<file path="src/rtl/fifo_pkg.sv">
// Shared helpers for the asynchronous FIFO pointer blocks: default sizing and Gray/binary
// conversion used by both the write-side and read-side pointer logic.
package fifo_pkg;

    localparam int unsigned AddrSizeDefault = 4;

    // Operands are zero-extended to 32 bits; callers size-cast the result back down.
    function automatic logic [31:0] bin2gray(input logic [31:0] bin);
        return (bin >> 1) ^ bin;
    endfunction

    function automatic logic [31:0] gray2bin(input logic [31:0] gray);
        logic [31:0] bin;
        bin[31] = gray[31];
        for (int i = 30; i >= 0; i--) begin
            bin[i] = bin[i + 1] ^ gray[i];
        end
        return bin;
    endfunction

endpackage

</file>
<file path="src/rtl/fifo_gray2bin.sv">
// Combinational Gray-to-binary converter of parameterised width.
module fifo_gray2bin
    import fifo_pkg::*;
#(
    parameter int unsigned Width = AddrSizeDefault + 1
) (
    input  logic [Width-1:0] gray_i,
    output logic [Width-1:0] bin_o
);

    assign bin_o = Width'(gray2bin(32'(gray_i)));

endmodule

</file>
<file path="src/rtl/write_pointer_full.sv">
// Write-domain pointer block of the asynchronous FIFO: binary/Gray write pointers, memory
// write address and registered full, almost-full, free-count and sticky overflow flags.
module write_pointer_full
    import fifo_pkg::*;
#(
    parameter int unsigned ADDRSIZE     = AddrSizeDefault,
    parameter int unsigned AFULL_MARGIN = 2
) (
    input  logic                wclk,
    input  logic                wrst,
    input  logic [ADDRSIZE:0]   wq2_rptr,
    input  logic                winc,
    input  logic                woverflow_clr,
    output logic [ADDRSIZE-1:0] waddr,
    output logic [ADDRSIZE:0]   wptr,
    output logic                wfull,
    output logic                wafull,
    output logic [ADDRSIZE:0]   wfree,
    output logic                woverflow
);

    localparam int unsigned PtrW = ADDRSIZE + 1;
    localparam logic [ADDRSIZE:0] Depth       = {1'b1, {ADDRSIZE{1'b0}}};
    localparam logic [ADDRSIZE:0] AfullMargin = PtrW'(AFULL_MARGIN);

    logic [ADDRSIZE:0] wbin_q, wbin_d;
    logic [ADDRSIZE:0] wptr_q, wptr_d;
    logic [ADDRSIZE:0] wfree_q, wfree_d;
    logic              wfull_q, wfull_d;
    logic              wafull_q, wafull_d;
    logic              woverflow_q, woverflow_d;

    logic              wen;
    logic [ADDRSIZE:0] rbin_s;
    logic [ADDRSIZE:0] full_ref;

    fifo_gray2bin #(
        .Width (PtrW)
    ) u_rptr_g2b (
        .gray_i (wq2_rptr),
        .bin_o  (rbin_s)
    );

    // Writer is full when its Gray pointer equals the read pointer with the top two bits inverted.
    assign full_ref = {~wq2_rptr[ADDRSIZE:ADDRSIZE-1], wq2_rptr[ADDRSIZE-2:0]};
    assign wen      = winc & ~wfull_q;

    always_comb begin
        wbin_d      = wbin_q + PtrW'(wen);
        wptr_d      = PtrW'(bin2gray(32'(wbin_d)));
        wfull_d     = (wptr_d == full_ref);
        wfree_d     = Depth - (wbin_d - rbin_s);
        wafull_d    = (wfree_d <= AfullMargin);
        woverflow_d = (winc & wfull_q) | (woverflow_q & ~woverflow_clr);
    end

    always_ff @(posedge wclk or posedge wrst) begin
        if (wrst) begin
            wbin_q      <= '0;
            wptr_q      <= '0;
            wfull_q     <= 1'b0;
            wafull_q    <= 1'b0;
            wfree_q     <= Depth;
            woverflow_q <= 1'b0;
        end else begin
            wbin_q      <= wbin_d;
            wptr_q      <= wptr_d;
            wfull_q     <= wfull_d;
            wafull_q    <= wafull_d;
            wfree_q     <= wfree_d;
            woverflow_q <= woverflow_d;
        end
    end

    assign waddr     = wbin_q[ADDRSIZE-1:0];
    assign wptr      = wptr_q;
    assign wfull     = wfull_q;
    assign wafull    = wafull_q;
    assign wfree     = wfree_q;
    assign woverflow = woverflow_q;

endmodule

</file>
<file path="config.mk">
export PLATFORM = sky130hd
export DESIGN_NAME = write_pointer_full
export DESIGN_NICKNAME = d
export VERILOG_FILES = /design/src/rtl/fifo_pkg.sv /design/src/rtl/fifo_gray2bin.sv /design/src/rtl/write_pointer_full.sv
export SDC_FILE = /design/constraint.sdc
export NUM_CORES = 1
export LEC_CHECK = 0
export ABC_AREA = 1
export CAP_MARGIN = 10
export CORE_ASPECT_RATIO = 1.4
export CORE_MARGIN = 3
export CORE_UTILIZATION = 30
export CTS_BUF_LIST = sky130_fd_sc_hd__clkbuf_8
export DETAILED_ROUTE_END_ITERATION = 10
export DONT_BUFFER_PORTS = 1
export GPL_TIMING_DRIVEN = 0
export REMOVE_ABC_BUFFERS = 1
export SLEW_MARGIN = 5
export SYNTH_ARGS = -nofsm -noshare
export SYNTH_HDL_FRONTEND = slang
export SYNTH_HIERARCHICAL = 1
export SYNTH_SLANG_ARGS = --single-unit
</file>
<file path="constraint.sdc">
create_clock -name wclk -period 6.5 [get_ports wclk]
set_input_delay 1.3 -clock wclk [delete_from_list [all_inputs] [get_ports wclk]]
set_output_delay 1.3 -clock wclk [all_outputs]
set_load 0.02 [all_outputs]
</file>
==> flow_summary.json <==
{
  "ys_warn_count": 6,
  "syn_area_um2": 1129,
  "place_hpwl_mm": 1.970,
  "final-instance-count-excl-fill": 188,
  "syn2layout_area_growth_pct": 7.428,
  "start_kind": "input pin",
  "gp_congestion": 0.7785,
  "holdBufCountCts": 0,
  "synth_flop_cell": "dfrtp_1",
  "fmax_mhz": 306.1,
  "avgSynthCellArea_um2": 7.730,
  "drv_slew": 0,
  "synth_commonest_cells": "43 x nand2_1, 23 x inv_1, 17 x nand3_1",
  "worstSetupEndpoint": "wafull",
  "grt_pass1_wl_mm": 3.960,
  "setup_ws_ns": 3.234,
  "tns_ns": 0,
  "clockRootBuffer": "clkbuf_8",
  "ios": 26,
  "fillers": 387,
  "clk_pin_slew_ns": 0.07,
  "wl_per_cell_um": 12.31,
  "ys_async_sr_fraction_pct": 100.0,
  "antenna_found_initial": 0,
  "worstMarginPinSlew_ns": 0.6128,
  "start_util_pct": 32.21,
  "crit_type": "input pin to flop",
  "synth_most_common_cell": "nand2_1",
  "min_period_ns": 3.266,
  "overflow": 0,
  "drt-total-wl_mm": 2.315,
  "cts_tree": "yes",
  "skew_ns": 0.004410,
  "numCtsBuffers": 3,
  "remaining_drc_errors": 0,
  "grt_pass1_vias": 915,
  "p_leak_nw": 0.6670,
  "grt_max_degree": 18,
  "synth_edf_count": 0,
  "synth_top_area_share_pct": 35.48,
  "place_inst": 184,
  "fin_crit_sh_pct": 50.25,
  "final-hold-violation-count": 0,
  "die_w_um": 57.84,
  "crit_path_start": "winc",
  "multi_input_area_um2": 596.8,
  "yosysSeqAreaShare_pct": 37.80,
  "hold_slack_ns": 0.6416,
  "rsz0062_at_grt": "no",
  "r2r-start": "wfull",
  "ys_types": 23,
  "required_ns": 6.70,
  "h-tree-depth": 1,
  "r2r_end": "wafull",
  "drt_iter0_drc": 23,
  "die_h_um": 78.57,
  "min_path_type": "flop to flop",
  "cap_viol_max_count": 0,
  "synth-seq-cells": 17,
  "post_cts_buffers": 0,
  "seq_area_um2": 426.7,
  "reg2reg_depth": 11,
  "die_area_um2": 4544,
  "numPortBuffers": 0,
  "post-place-ws_ns": 2.949,
  "r2r_setup_slack_ns": 3.77,
  "clk-insertion-delay-late_ns": 0.26,
  "slew_headroom_pct": 59.10,
  "grt_usage_pct": 11.41,
  "viasPerCell": 4.856,
  "rows": 25,
  "vias": 913,
  "clkSinkCount": 17,
  "status": "finished clean",
  "cts_resized": 0,
  "cp.arrival_ns": 3.46,
  "cp_max_fo": 6,
  "synth_area_leaders": "dfrtp_1 35%, nand2_1 14%, ha_1 8.9%",
  "clk_path_buf_depth": 2,
  "drt-pass1-iter-count": 4,
  "setup_viol": 0,
  "num_antenna_cells": 0,
  "synth_top_cell_by_area": "dfrtp_1",
  "worstSetupEndpointType": "flop",
  "nets": 167,
  "core_um2": 3503,
  "layout-drive-gt1-share_pct": 16.22,
  "peakVddDrop_mv": 0.1812,
  "synth_cells": 146,
  "power_density_nw_per_um2": 535.9,
  "final_antenna_net_count": 0
}
## how the worst min path moves through the flow
stage,from,to,cells after the start
CTS,woverflow,woverflow,2
detailed placement,woverflow,woverflow,2
finish,woverflow,woverflow,2
floorplan,wfull,woverflow,2
global placement,woverflow,woverflow,2
global route,woverflow,woverflow,2
## cell type report
| type | count | area share (%) |
|---|---|---|
| Tap cell | 40 | 4.128 |
| Clock buffer | 3 | 3.406 |
| Clock inverter | 1 | 0.6192 |
| Inverter | 24 | 7.430 |
| Multi-Input combinational cell | 103 | 49.23 |
| Sequential cell | 17 | 35.19 |
## metal layers
layer / track usage [%] / vias up / part of all wire [%]
met2: 21.04 / 22 / 56
met1: 10.72 / 425 / 36
li1: - / 461 / -
met3: 3.618 / 5 / 5.9
met4: 6.265 / 0 / 2.6
met5: 0 / - / 0
## cells by family after synthesis
kind of cell	Yosys count	synth area share, %
buffers and inverters	26	9.312
adders and majority gates	9	10.64
AOI/OAI and AO/OA	4	2.438
xor gates and xnor gates	2	1.552
and+or+nand+nor	88	38.25
DFF	17	37.80
## metrics by stage
step	power [mW]	utilization, %	area (um2)
3_3_place_gp	0.5611	33.21	1164
3_5_place_dp	0.5767	33.21	1164
4_1_cts	0.6599	34.61	1212
5_1_grt	0.7139	34.61	1212
2_1_floorplan	0.5017	-	1114
6_report	0.6497	34.61	1212
## worst max-delay path, cell delays in order
cell     delay [ns]
inv_1          0.02
nor2_1         0.12
ha_1           0.29
inv_1          0.09
nand2_1        0.08
nand2_1        0.09
ha_1           0.31
ha_1           0.24
fa_1           0.43
xor2_1         0.16
a211o_1        0.23
nor2_1         0.09
## flip-flops by register name (all words and copies together), names as in the netlist
signal	count
wbin_q	5
woverflow	1
wptr	4
wfull	1
wfree	5
wafull	1
## cell usage in the layout (no fill, tap or decap)
cell,Yosys,final
a211o_1,1,1
a21oi_1,1,1
clkbuf_8,0,3
clkinvlp_4,0,1
dfrtp_1,16,16
dfstp_2,1,1
fa_1,1,1
ha_1,8,8
inv_1,23,23
inv_2,1,1
nand2_1,43,43
nand2_2,11,11
nand2_4,2,2
nand3_1,17,17
nand3_2,1,1
nand3_4,1,1
nand3b_1,2,2
nand4_1,2,2
nor2_1,7,7
nor2_2,1,1
o21ai_0,1,1
o21ai_2,1,1
or2_2,1,1
xor2_1,2,2
## where the power goes
part	total [mW]	leakage, nW	internal, mW	switching [mW]
sequential	0.264	0.208	0.161	0.103
combinational	0.304	0.437	0.113	0.191
clock	0.0818	0.0217	0.0432	0.0386
total	0.650	0.667	0.317	0.333
No activity file was read; power rests on OpenSTA's default activity.
==> RTL change, RTL diff (config.mk and constraints unchanged) <==
`AddrSizeDefault`: 4 -> 2.
--- a/src/rtl/fifo_pkg.sv
+++ b/src/rtl/fifo_pkg.sv
@@ -4,3 +4,3 @@
 
-    localparam int unsigned AddrSizeDefault = 4;
+    localparam int unsigned AddrSizeDefault = 2;
 
Ports: changed (resized waddr, wfree, wptr and wq2_rptr); port bits go from 26 to 18. No check against the original RTL was run, so the function may have changed too.
==> RTL change against the unedited design <==
  * Design area down 44%
  * Sequential cell count down 6
  * Largest power group unchanged
  * Global-route usage down 2.1 points
  * Total power down 35%
  * Setup slack better by 0.43 ns
  * Synthesized area down 45%
  * Sequential share of layout area up 5.5 points
  * Critical path type unchanged
  * Routed wire length down 53%
==> RTL change: results <==
[hold_path]
hold_depth = 2
hold_class = reg -> reg
min_from = wfull
min_to = woverflow

[final_layout]
final.fill_count = 200
final_nets = 100
diodes = 0
drive_gt1_share_pct = 8.05

[grt]
grt_pass1_vias = 436
grt_first_pass_wirelength_um = 1680
grtUsageTotal_pct = 9.30
grt_start_max_net_pins = 12
antenna_found_initial = 0

[worst_setup_path]
max_stage_delay_ns = 0.39
cp_top_family = adder cells
worstPathArrival_ns = 2.96
cp_slowest_cell = ha_1
r2r-end = wafull
crit_start = winc
cp-endpoint = wafull
worst-path-max-fanout = 6
rr_startpoint = wfull
ff2ff_setup_slack_ns = 4.25
rr_worst_depth = 12

[clock_network]
clock-root-buffer = clkbuf_8
cts_buffers = 3
clk_pin_slew_ns = 0.05
postCtsSetupRepairBufs = 0
clock_path_buffers = 2
h-tree-depth = 1
ctsResizeCount = 0
clk_latency_ns = 0.24

[timing]
worst_clock_skew_ns = 0.000508
tightestPinTransition_ns = 0.399

[placement]
place_hpwl_um = 893
gp_congestion = 0.729
placed_area_um2 = 634
port_buffers = 0

[yosys]
synthTopCellsByArea = dfrtp_1 (41%), nand2_1 (19%), inv_1 (12%)
yosysWarnings = 6
seq_area_frac_synth_pct = 44.8
synthArstFlopShare_pct = 100
ys_dominant_reg_cell = dfrtp_1
synth_cell_type_count = 12
synth.top_cells.by_count = nand2_1 (32), inv_1 (19), dfrtp_1 (10)

[detailed_routing]
dr.pass1.iters = 3
viasPerCell = 4.64
drtIter0Drc = 19
wl_per_cell_um = 10.1

[status]
status = completed

[power_and_ir_drop]
ir_worst_vdd_mv = 0.149
p_leak_nw = 0.412
## RTL change: cell count changes after synthesis, moves of 2 or more
cell      change
nor2_1        -3
nand3_1       -9
nand2_4       -2
nand2_2      -10
inv_1         -4
nand4_1       -2
ha_1          -3
dfrtp_1       -6
nand2_1      -11
xor2_1        -2
nand3b_1      -2
## RTL change: power breakdown
| part | total [W] | internal (W) | switching, W |
|---|---|---|---|
| Clock | 0.0000669 | 0.0000414 | 0.0000255 |
| Combinational | 0.000181 | 0.0000698 | 0.000111 |
| Sequential | 0.000172 | 0.000109 | 0.0000630 |
## RTL change: area by class of cell
type	instances	share of cell area [%]
clock buffer	3	6.08
clock inverter	1	0.552
inverter	20	11.0
multi-input combinational	52	37.9
sequential	11	40.7
tap	20	3.68
## RTL change: routing by layer
| metal | global-route usage, % | up-vias | share of wire (%) | wire, um |
|---|---|---|---|---|
| li1 | - | 253 | - | - |
| met4 | 10.3 | 0 | 5.2 | 57 |
| met2 | 15.2 | 16 | 49 | 535 |
| met5 | 0 | - | 0 | 0 |
| met3 | 2.11 | 5 | 6.0 | 65 |
| met1 | 8.79 | 223 | 39 | 427 |
## RTL change: cell families (layout without fill, tap and decap cells)
logic type               after synthesis  count (layout)  synth area share (%)
flip-flops                            11              11                  44.8
AO/OA/AOI/OAI                          1               1                 0.811
AND/OR/NAND/NOR                       46              46                  30.8
buffers and inverters                 21              24                  13.4
adder cells (fa/ha/maj)                5               5                  10.1
## RTL change: through the flow
stage | utilization [%] | hold slack, ns | std cells | worst slack [ns]
detailed placement | 34.3 | 0.643 | 103 | 3.43
global placement | 34.3 | 0.630 | 103 | 3.48
finish | 36.8 | 0.636 | 107 | 3.67
floorplan | - | 0.601 | 83 | 3.60
global route | 36.8 | 0.682 | 107 | 3.52
CTS | 36.8 | 0.654 | 107 | 3.68
